<file path="config.mk">
export PLATFORM = sky130hd
export DESIGN_NAME = prog_ctr
export DESIGN_NICKNAME = d
export VERILOG_FILES = /design/src/rtl/prog_ctr_pkg.sv /design/src/rtl/prog_ctr_target.sv /design/src/rtl/prog_ctr.sv
export SDC_FILE = /design/constraint.sdc
export NUM_CORES = 1
export LEC_CHECK = 0
export BUFFER_PORTS_ARGS = -buffer_cell sky130_fd_sc_hd__buf_2
export CAP_MARGIN = 20
export CORE_MARGIN = 4
export CORE_UTILIZATION = 35
export DETAILED_ROUTE_END_ITERATION = 8
export PLACE_DENSITY = 0.7
export SLEW_MARGIN = 20
export SYNTH_ARGS = -nofsm -noshare
export SYNTH_HDL_FRONTEND = slang
export SYNTH_SLANG_ARGS = --single-unit
</file>
<file path="constraint.sdc">
create_clock -name Clk -period 1.5 [get_ports Clk]
set_input_delay 0.45 -clock Clk [delete_from_list [all_inputs] [get_ports Clk]]
set_output_delay 0.45 -clock Clk [all_outputs]
set_load 0.005 [all_outputs]
</file>
<file path="src/rtl/prog_ctr_pkg.sv">
// Shared widths and jump base table for the program counter.
package prog_ctr_pkg;
  localparam int PC_W  = 10;
  localparam int OFF_W = 8;

  localparam logic [PC_W-1:0] BASE0 = 10'd0;
  localparam logic [PC_W-1:0] BASE1 = 10'd256;
  localparam logic [PC_W-1:0] BASE2 = 10'd512;
  localparam logic [PC_W-1:0] BASE3 = 10'd768;

  function automatic logic [PC_W-1:0] base_sel(input logic [1:0] sel);
    case (sel)
      2'd0:    base_sel = BASE0;
      2'd1:    base_sel = BASE1;
      2'd2:    base_sel = BASE2;
      default: base_sel = BASE3;
    endcase
  endfunction
endpackage

</file>
<file path="src/rtl/prog_ctr_target.sv">
// Branch target: selected base plus zero-extended offset, wrapping at PC width.
module prog_ctr_target
  import prog_ctr_pkg::*;
(
  input  logic [1:0]       PCRegAddr,
  input  logic [OFF_W-1:0] offset,
  output logic [PC_W-1:0]  target
);
  assign target = base_sel(PCRegAddr) + {{(PC_W-OFF_W){1'b0}}, offset};
endmodule

</file>
<file path="src/rtl/prog_ctr.sv">
// Program counter: restart, conditional branch to base+offset, else increment.
module prog_ctr
  import prog_ctr_pkg::*;
(
  input  logic             Clk,
  input  logic             Reset,
  input  logic             Start,
  input  logic             JmpEq,
  input  logic             JmpNe,
  input  logic             Zero,
  input  logic             OffsetEn,
  input  logic [1:0]       PCRegAddr,
  input  logic [OFF_W-1:0] offset,
  output logic [PC_W-1:0]  ProgCtr
);
  logic [PC_W-1:0] pc, pc_nxt, target;
  logic            take;

  prog_ctr_target u_target (
    .PCRegAddr (PCRegAddr),
    .offset    (offset),
    .target    (target)
  );

  // OffsetEn qualifies every branch, so held flags never re-branch on their own.
  assign take = OffsetEn & ((JmpEq & Zero) | (JmpNe & ~Zero));

  always_comb begin
    pc_nxt = pc + 1'b1;
    if (Start)     pc_nxt = '0;
    else if (take) pc_nxt = target;
  end

  always_ff @(posedge Clk or negedge Reset) begin
    if (!Reset) pc <= '0;
    else        pc <= pc_nxt;
  end

  assign ProgCtr = pc;
endmodule

</file>
==> impl_metrics.yaml <==
outcome:
  status: "finished clean"
worst_setup_path:
  crit-reg2reg-launch: "ProgCtr[0]"
  crit_cells: 4
  arrival_ns: 1.62
  worst-setup-path-type: "flip-flop to flip-flop"
  path_max_fanout: 3
  path_cells: "ha_2, nand3_2, or3_1, a311oi_1"
  critPathMaxStageDelay_ns: 0.41
  slowest_stage: "dfrtp_1"
  reg2reg_to: "ProgCtr[6]"
  rrSetupSlack_ns: 0.06
  endpoint_kind: "flip-flop"
  required_ns: 1.68
  start_kind: "flip-flop"
  cp_num_buf_inv: 0
  rr_worst_depth: 4
  critical-path-top-delay-family: "simple AND/OR/NAND/NOR gates"
floorplan:
  core_um2: 1510
  rows: 14
  die_w_um: 48.0
  die_height_um: 48.0
  initial_core_util_pct: 37.2
  io_pins: 27
  die_area_um2: 2310
synthesis:
  ys_seq_area_share_pct: 44.6
  avgSynthCellArea_um2: 9.66
  syn_area_um2: 561
  synthesis.nets: 76
  ys_ff_latch: 10
  yosysWarnings: 0
  postSynthCellCount: 58
  yosysUniqueCellTypes: 21
drt:
  drcViolationCount: 0
  dr.pass1.iters: 4
  drtIter0Drc: 10
  finalWirelength_mm: 1.66
  via_per_inst: 5.79
  drtAntennaViolNets: 0
  wire_per_inst_um: 15.2
  vias: 631
pwr:
  leakage_nw: 0.363
  p_int_w: 0.000510
  p_per_area_nw_per_um2: 887
  vdd_drop_max_v: 0.000421
  power.switching_w: 0.000203
  p_clk_share_pct: 35.7
  switching_share_pct: 28.5
  seq_power_share_pct: 44.3
  combPwrFrac_pct: 20.0
finish:
  drive_gt1_share_pct: 45.2
  final_net_count: 112
  largest_reg_flops: 10
  stdcell_count: 109
  final_util_pct: 53.3
  syn_to_final_growth_pct: 43.3
  n_antenna_cell: 0
  fin_area_um2: 803
clock_network:
  numCtsBuffers: 3
  clk_latency_ns: 0.27
  htreeDepth: 1
  cts_tree: "done"
  cts.reportedPaths.clkPinSlew_ns: 0.08
  hold_buffers: 0
  clockBufferDepth: 2
  cts_root_buffer: "clkbuf_4"
  clock-sinks: 10
min_path:
  hold_class: "input pin to async pin"
timing:
  finalHoldViolCount: 0
  slew_headroom_pct: 76.7
  finalSetupTns_ns: 0
  fin_crit_ns: 1.44
  worstMarginPinSlew_ns: 0.348
  grt_setup_unrepaired: "yes"
  slew_violations: 0
  layout_setup_ws_ns: 0.0599
  skew_ns: 0.00616
  fin_crit_sh_pct: 96.0
  setup_viol: 0
  fmax_mhz: 694
global_routing:
  grt-ovfl-total: 0
  grtUsageTotal_pct: 15.7
  grt_pass1_wl_mm: 2.44
  grt_max_degree: 11
  antenna_found_initial: 0
  grt_pass1_vias: 601
place:
  pre_cts_ws_ns: -0.00930
  place_inst: 103
  placed_area_um2: 737
  io_buffers: 26
  place_hpwl_mm: 1.19
  globalplace.congestion: 0.790
run:
  cap_violations: 0
## cell usage in the layout (no fill, tap or decap), drive strengths merged, types with 2 or more instances in the layout
master,netlist,routed
a211oi,4,4
a311oi,5,5
buf,1,32
clkbuf,0,4
dfrtp,10,10
inv,2,2
nand2,2,2
nand3,4,4
nand4,2,2
nor3,9,9
o21ai,5,5
or3,4,4
xnor2,2,2
## worst register-to-register path: cells and delay by family (launching register included)
kind            cells  cell delay, ns
compound gates      1            0.28
fa+ha+maj           1            0.22
flops               1            0.41
simple gates        2            0.44
## Yosys cell counts
cell	count	area share [%]
buf_1	1	0.67
a21oi_1	1	0.89
nand4_2	1	2.2
dfrtp_1	10	45
xor2_1	1	1.6
or4_1	1	1.3
nand3_1	4	3.6
nor3_1	9	8.0
a311oi_1	5	7.8
xnor2_1	2	3.1
clkinv_1	1	0.67
o31ai_1	1	1.3
ha_1	1	2.2
mux2i_1	1	1.8
o21ai_0	5	4.5
nand4_1	1	1.1
mux2_2	1	2.0
nand2_1	2	1.3
or3_1	4	4.5
inv_1	2	1.3
a211oi_1	4	5.4
## logic make-up (layout without fill, tap and decap cells)
kind of cell	after synthesis	count (layout)	share of synthesized area [%]
AND/OR/NAND/NOR	22	22	22.1
buffers and inverters	4	39	2.68
adder cells (fa/ha/maj)	1	1	2.23
AO/OA/AOI/OAI	16	16	19.9
flip-flops	10	10	44.6
multiplexers	2	2	3.79
XOR/XNOR	3	3	4.69
## layout make-up
class,instances,area [um^2]
inverters,3,11.3
fillers,143,703
multi-input cells,44,309
flip-flops and latches,10,251
well taps,16,20.0
clock buffers,4,36.3
repair buffers,32,175
## worst max-delay path by stage
stage                       to       start
floorplan           ProgCtr[6]  ProgCtr[0]
global placement    ProgCtr[9]  ProgCtr[0]
detailed placement  ProgCtr[8]  ProgCtr[0]
CTS                 ProgCtr[8]  ProgCtr[1]
global route        ProgCtr[6]  ProgCtr[1]
finish              ProgCtr[6]  ProgCtr[0]
## repair_timing
action,4_1_cts,5_1_grt
setup buffers,1,1
resized for setup,0,4
pin swaps,0,3
gates cloned,0,0
endpoints found under the setup margin,1,4
## routing by layer
metal / global-route usage, % / wire (um) / vias up
li1: - / - / 301
met1: 18.2 / 690 / 301
met2: 26.4 / 818 / 25
met3: 2.63 / 102 / 4
met4: 10.2 / 45 / 0
met5: 0 / 0 / -
## power groups by stage
stage	sequential [W]	clock (W)	combinational (W)
after floorplan	0.000322	0	0.0000563
final	0.000316	0.000254	0.000142
after detailed placement	0.000321	0	0.000134
after global routing	0.000320	0.000263	0.000159
after CTS	0.000314	0.000249	0.000139
after global placement	0.000320	0	0.000132
## metrics by stage
stage | total power [W] | hold WS [ns]
after detailed placement | 0.000455 | 0.323
after global routing | 0.000742 | 0.0318
after global placement | 0.000451 | 0.319
after CTS | 0.000703 | 0.0356
after floorplan | 0.000378 | 0.154
final | 0.000713 | 0.0215
Power figures use the tool's default switching activity.
